**config.mk**
```make
export PLATFORM = sky130hd
export DESIGN_NAME = prga_decrypt
export DESIGN_NICKNAME = d
export VERILOG_FILES = /design/src/rtl/prga_decrypt.sv
export SDC_FILE = /design/constraint.sdc
export NUM_CORES = 1
export LEC_CHECK = 0
export CELL_PAD_IN_SITES_DETAIL_PLACEMENT = 0
export CELL_PAD_IN_SITES_GLOBAL_PLACEMENT = 1
export CORE_ASPECT_RATIO = 0.9
export CORE_MARGIN = 1
export CORE_UTILIZATION = 43
export CTS_CLUSTER_DIAMETER = 120
export CTS_CLUSTER_SIZE = 30
export DETAILED_ROUTE_END_ITERATION = 8
export PLACE_DENSITY_LB_ADDON = 0.1
export SYNTH_ARGS = -nofsm -noshare
export SYNTH_HDL_FRONTEND = slang
export SYNTH_SLANG_ARGS = --single-unit
```
**constraint.sdc**
```tcl
create_clock -name clk -period 3.51 [get_ports clk]
set_clock_uncertainty 0.2 [all_clocks]
set_input_delay 0.8775 -clock clk [delete_from_list [all_inputs] [get_ports clk]]
set_output_delay 0.8775 -clock clk [all_outputs]
set_load 0.1 [all_outputs]
```
**src/rtl/prga_decrypt.sv**
```systemverilog
// ---------------------------------------------------------------------------
// prga_decrypt
//
// Third stage of the RC4 decryption datapath. Once key scheduling has
// permuted S memory, this block runs the RC4 pseudo-random generation loop
// over S. It XORs each keystream byte with the matching encrypted-ROM byte
// and writes the plaintext into the decrypted RAM. The loop handler starts
// the block with the start_flag/done_flag level handshake. S memory belongs
// to this block while it is busy.
//
// Every memory has a registered address and an unregistered q. Data for an
// address driven in cycle c is sampled at the end of cycle c+1, so each read
// is followed by one WAIT state. Each byte takes 12 cycles.
//
// Optional build macro: PRGA_VALID_CHECK_EN
//   defined   - plaintext must be 'a'..'z' or space; the first bad byte is
//               not written, fail_flag is raised and the run ends.
//   undefined - no check; fail_flag is tied 0; all MSG_LEN bytes are written.
//
// Ports:
//   clk, reset_n           clock, synchronous active-low reset
//   start_flag             level request from the loop handler
//   done_flag              high while the block sits in DONE
//   s_address/s_data/s_wren/s_q        S memory port
//   rom_address/rom_q                  encrypted ROM port
//   dec_address/dec_data/dec_wren      decrypted RAM write port
//   fail_flag              plaintext validity failure (optional feature)
// ---------------------------------------------------------------------------
module prga_decrypt #(
    parameter int MSG_LEN = 32,
    parameter int MSG_AW  = 5
) (
    input  logic              clk,
    input  logic              reset_n,
    input  logic              start_flag,
    output logic              done_flag,
    output logic [7:0]        s_address,
    output logic [7:0]        s_data,
    output logic              s_wren,
    input  logic [7:0]        s_q,
    output logic [MSG_AW-1:0] rom_address,
    input  logic [7:0]        rom_q,
    output logic [MSG_AW-1:0] dec_address,
    output logic [7:0]        dec_data,
    output logic              dec_wren,
    output logic              fail_flag
);

    localparam logic [MSG_AW-1:0] K_LAST = MSG_AW'(MSG_LEN - 1);

    typedef enum logic [3:0] {
        IDLE, INC_I, WAIT_SI, READ_SI, WAIT_SJ, READ_SJ, WRITE_SI,
        WRITE_SJ, ISSUE_F, WAIT_F, READ_F, WRITE_D, NEXT, DONE
    } state_t;

    state_t            state_q, state_d;
    logic [7:0]        i_q, i_d, j_q, j_d;
    logic [7:0]        si_q, si_d, sj_q, sj_d;
    logic [7:0]        f_q, f_d, enc_q, enc_d;
    logic [MSG_AW-1:0] k_q, k_d;
    logic              done_q, done_d;
    logic [7:0]        s_addr_q, s_addr_d, s_data_q, s_data_d;
    logic              s_wren_q, s_wren_d;
    logic [MSG_AW-1:0] rom_addr_q, rom_addr_d, dec_addr_q, dec_addr_d;
    logic              dec_wren_q, dec_wren_d;
    logic              stop_run;

`ifdef PRGA_VALID_CHECK_EN
    logic fail_q, fail_d;

    // Accepted plaintext alphabet: lowercase letters and space.
    function automatic logic plain_ok(input logic [7:0] p);
        return ((p >= 8'h61) && (p <= 8'h7A)) || (p == 8'h20);
    endfunction

    // A rejected byte ends the run after the current byte completes.
    assign stop_run  = (k_q == K_LAST) || fail_q;
    assign fail_flag = fail_q;
`else
    assign stop_run  = (k_q == K_LAST);
    assign fail_flag = 1'b0;
`endif

    // Next-state logic. Every output is a flop, so a value that must be on a
    // port during state X is loaded on the transition into X. The write
    // enables drop back to 0 unless the next state is a write state.
    always_comb begin
        state_d    = state_q;
        i_d        = i_q;
        j_d        = j_q;
        si_d       = si_q;
        sj_d       = sj_q;
        f_d        = f_q;
        enc_d      = enc_q;
        k_d        = k_q;
        done_d     = done_q;
        s_addr_d   = s_addr_q;
        s_data_d   = s_data_q;
        s_wren_d   = 1'b0;
        rom_addr_d = rom_addr_q;
        dec_addr_d = dec_addr_q;
        dec_wren_d = 1'b0;
`ifdef PRGA_VALID_CHECK_EN
        fail_d     = fail_q;
`endif
        case (state_q)
            IDLE: begin
                if (start_flag) begin
                    i_d     = 8'd0;
                    j_d     = 8'd0;
                    k_d     = '0;
`ifdef PRGA_VALID_CHECK_EN
                    fail_d  = 1'b0;
`endif
                    state_d = INC_I;
                end
            end
            INC_I: begin
                i_d      = i_q + 8'd1;
                s_addr_d = i_q + 8'd1;
                state_d  = WAIT_SI;
            end
            WAIT_SI: state_d = READ_SI;
            READ_SI: begin
                si_d     = s_q;
                j_d      = j_q + s_q;
                s_addr_d = j_q + s_q;
                state_d  = WAIT_SJ;
            end
            WAIT_SJ: state_d = READ_SJ;
            READ_SJ: begin
                // S[j] arrives now; it goes straight out as the S[i] write data.
                sj_d     = s_q;
                s_addr_d = i_q;
                s_data_d = s_q;
                s_wren_d = 1'b1;
                state_d  = WRITE_SI;
            end
            WRITE_SI: begin
                s_addr_d = j_q;
                s_data_d = si_q;
                s_wren_d = 1'b1;
                state_d  = WRITE_SJ;
            end
            WRITE_SJ: state_d = ISSUE_F;
            ISSUE_F: begin
                // The sum is symmetric, so the swap does not change the index.
                s_addr_d   = si_q + sj_q;
                rom_addr_d = k_q;
                state_d    = WAIT_F;
            end
            WAIT_F: state_d = READ_F;
            READ_F: begin
                f_d        = s_q;
                enc_d      = rom_q;
                dec_addr_d = k_q;
`ifdef PRGA_VALID_CHECK_EN
                dec_wren_d = plain_ok(s_q ^ rom_q);
`else
                dec_wren_d = 1'b1;
`endif
                state_d    = WRITE_D;
            end
            WRITE_D: begin
`ifdef PRGA_VALID_CHECK_EN
                if (!plain_ok(f_q ^ enc_q)) begin
                    fail_d = 1'b1;
                end
`endif
                state_d = NEXT;
            end
            NEXT: begin
                if (stop_run) begin
                    done_d  = 1'b1;
                    state_d = DONE;
                end else begin
                    k_d     = k_q + MSG_AW'(1);
                    state_d = INC_I;
                end
            end
            DONE: begin
                if (!start_flag) begin
                    done_d  = 1'b0;
                    state_d = IDLE;
                end
            end
            default: state_d = IDLE;
        endcase
    end

    // State and output registers. A low reset_n abandons any run in progress.
    always_ff @(posedge clk) begin
        if (!reset_n) begin
            state_q    <= IDLE;
            i_q        <= 8'd0;
            j_q        <= 8'd0;
            si_q       <= 8'd0;
            sj_q       <= 8'd0;
            f_q        <= 8'd0;
            enc_q      <= 8'd0;
            k_q        <= '0;
            done_q     <= 1'b0;
            s_addr_q   <= 8'd0;
            s_data_q   <= 8'd0;
            s_wren_q   <= 1'b0;
            rom_addr_q <= '0;
            dec_addr_q <= '0;
            dec_wren_q <= 1'b0;
`ifdef PRGA_VALID_CHECK_EN
            fail_q     <= 1'b0;
`endif
        end else begin
            state_q    <= state_d;
            i_q        <= i_d;
            j_q        <= j_d;
            si_q       <= si_d;
            sj_q       <= sj_d;
            f_q        <= f_d;
            enc_q      <= enc_d;
            k_q        <= k_d;
            done_q     <= done_d;
            s_addr_q   <= s_addr_d;
            s_data_q   <= s_data_d;
            s_wren_q   <= s_wren_d;
            rom_addr_q <= rom_addr_d;
            dec_addr_q <= dec_addr_d;
            dec_wren_q <= dec_wren_d;
`ifdef PRGA_VALID_CHECK_EN
            fail_q     <= fail_d;
`endif
        end
    end

    assign done_flag   = done_q;
    assign s_address   = s_addr_q;
    assign s_data      = s_data_q;
    assign s_wren      = s_wren_q;
    assign rom_address = rom_addr_q;
    assign dec_address = dec_addr_q;
    // XOR of the two bytes captured in READ_F; stable throughout WRITE_D.
    assign dec_data    = f_q ^ enc_q;
    assign dec_wren    = dec_wren_q;

endmodule

```
==> implementation parameters <==
Parameter                              Value

Outcome
  Outcome    finished, violations left
  Violated checks    design-rule violations

Layout
  Layout cell share with drive strength beyond 1    13.5%
  Fill cell count    995
  Most common library cell in the layout ignoring fill and taps    sky130_fd_sc_hd__nand2_1
  Final cell area excluding filler cells    5570 um2
  Commonest cells after routing, fill and taps aside    sky130_fd_sc_hd__nand2_1, sky130_fd_sc_hd__dfxtp_1, sky130_fd_sc_hd__buf_4
  Number of diodes added for antenna fixing    0
  Fin cells    759
  Net count, final    663
  Area growth, synth to finish    19.6%

Clock tree
  Number of buffers on the longest clock path    2
  Total setup buffers inserted after CTS    0
  Clk slew on worst S/H paths    0.06 ns
  Clock network latency to the later pin of the worst-skew pair    0.35 ns
  Clk root buf    sky130_fd_sc_hd__clkbuf_16
  CTS tree    done
  H-tree depth reported by CTS    3
  Quantity of gates resized following cts    0
  Quantity of hold-fixing buffers added after cts    0
  TritonCTS sink count    86
  Number of buffers created by CTS    9

Yosys
  Fraction of the mapped netlist area in compound gates    25.5%
  Seq/Total Area, Yosys    37.0%
  Total standard cell area after synthesis    4660 um2
  Synth unique cells    60
  Mux contribution to synthesized area    1.10%
  Parity-gate share of the synthesized area counting xor and xnor cells    4.14%
  Net count after synthesis    611
  Number of standard cells after synthesis    573
  Simple-gate share of the synthesized area    22.7%
  Number of synthesized flops with an enable pin    0
  Ys async rst share    0%
  Yosys warns    0
  Dominant register cell in the synthesized netlist    sky130_fd_sc_hd__dfxtp_1
  Post-Synth Adder-Cell Area    5.43%
  Combinational family with the most area after synthesis    compound AO/OA/AOI/OAI gates
  Synth Register Bits    86
  Synthesized area per cell    8.13 um2

Worst setup path
  Critical Setup Path Class    in2reg
  Startpoint types    input port
  CP endpoint kind    flip-flop
  CP Max Fanout    5
  Data required time at the worst endpoint    3.58 ns
  Crit path DAT    3.08 ns

Global routing
  Initial antenna violation count    0
  Largest net degree at the start of global routing    36
  Overall overflow remaining after global route    0
  Vias in the first global route    4094
  First-pass GRT wire length    22000 um
  GRT Total Usage    25.4%

Placement
  # port buffers    55
  Inst Count DP    743
  Detailed placement HPWL    9630 um
  Placement Cell Area    5270 um2
  Routability congestion estimate from global placement    0.887

Detailed routing
  First-iteration detailed-routing DRC count    321
  Final routed DRC violation total    3
  Average wire per standard cell    17.8 um
  Routed WL    13500 um
  First-pass DRT Iterations    7
  Vias after detailed routing    4215
  Post-DRT Antenna Nets    0
  Ratio of routed vias to standard cells    5.55

Power and ir drop
  Clock Power Share    41.5%
  Leakage power summed over all cells    2.18 nW
  IR drop worst, VDD    0.000222 V
  Net switching power of the design    0.685 mW
  Switching power as a share of total power    29.1%
  Share of total power in sequential cells    43.3%
  Power share of the combinational group    15.2%
  Internal power    1.66 mW
  Total power per unit cell area    422 nW/um2

Timing
  Final critical delay including setup and external delays    3.01 ns
  Transition time of the tightest slew-check pin    0.680 ns
  Number of endpoints failing setup at the final stage    0
  Number of pins exceeding their max-slew limit in the final report    0
  Fin Setup TNS    0 ns
  Setup repair after global routing missed its margin    false
  WHS    0.265 ns
  Tightest slew margin relative to the limit    54.6%
  Max Clk Rate    333 MHz
  Post-route clock period utilization    85.6%
  Number of hold violations in the final report    0

Floorplan
  Die ar.    11200 um2
  Placement row count    35
  Initial core utilization    44.9%
  Die H    101 um
  Die width    112 um
  Count of boundary I/O pins    57
  Std-Cell Core Area    10400 um2

Worst hold path
  Hold Crit Class    reg2reg

Job
  Max cap viols    0
==> area by class of cell <==
cell class	count	area, um2	share of cell area, %
Timing Repair Buffer	75	603	10.8
Clock buffer	9	225	4.05
Sequential cell	86	1720	30.9
Inverter	10	37.5	0.674
Clock inverter	7	72.6	1.30
Tap cell	129	161	2.90
Multi-Input combinational cell	443	2750	49.3
==> cell families after synthesis <==
family	Yosys count
compound gates	172
xor+xnor	22
flops	86
simple gates	224
buf+inv	44
other cells	1
fa+ha+maj	19
mux	5
==> power by group through the flow <==
stage	clock network [mW]	logic, mW	registers (mW)
after global placement	0	0.353	1.04
after global routing	1.03	0.385	1.02
after CTS	0.992	0.357	1.02
final	0.975	0.358	1.02
after detailed placement	0	0.355	1.04
after floorplan	0	0.174	1.11
==> routing by layer <==
metal  wire length, um  up-vias  track usage, %
met5                 0        -               0
met4               242        0            9.98
met3               813       12            5.17
met2              6160       98            41.0
met1              6260     1993            33.4
li1                  -     2112               -
==> final timing paths <==
check	start	end	slack, ns	cells after the start
max	s_q[0]	s_address[6]	0.50	9
max reg2reg	state_q[1]	s_address[4]	1.19	5
min reg2reg	dec_address[2]	dec_address[2]	0.27	2
min	dec_address[2]	dec_address[2]	0.27	2
==> worst max-delay path: stages <==
cell and delay, ns:
sky130_fd_sc_hd__clkdlybuf4s50_1 0.53, sky130_fd_sc_hd__ha_1 0.29, sky130_fd_sc_hd__inv_1 0.07, sky130_fd_sc_hd__fa_1 0.18, sky130_fd_sc_hd__nor2b_1 0.08, sky130_fd_sc_hd__o31a_1 0.27
sky130_fd_sc_hd__or4_1 0.48, sky130_fd_sc_hd__nand3_1 0.13, sky130_fd_sc_hd__a2bb2oi_1 0.17
==> synthesized netlist by cell type (all sizes together), types with 13 or more instances <==
cell type  count  share of area (%)
a21boi        49                7.9
a21oi         39                4.2
buf           13                1.6
clkbuf        21                1.7
dfxtp         86                 37
ha            17                4.6
nand2        114                9.2
nand2b        13                1.7
nand3         16                1.7
nor2          28                2.3
nor2b         20                2.7
o21ai         18                1.9
xor2          16                3.0
==> sequential cells by signal, summed over array words and instances (netlist names), 8 cells and up <==
register	count
f_q	8
enc_q	8
i_q	8
s_address	8
sj_q	8
j_q	8
si_q	8
s_data	8
==> stage by stage <==
step	utilization [%]	power, mW	setup WS (ns)
CTS	53.6	2.36	0.531
detailed placement	50.8	1.39	0.187
finish	53.6	2.35	0.504
global placement	50.8	1.39	0.243
floorplan	-	1.28	0.677
global route	53.6	2.44	0.431
(Power assumes the default switching activity.)
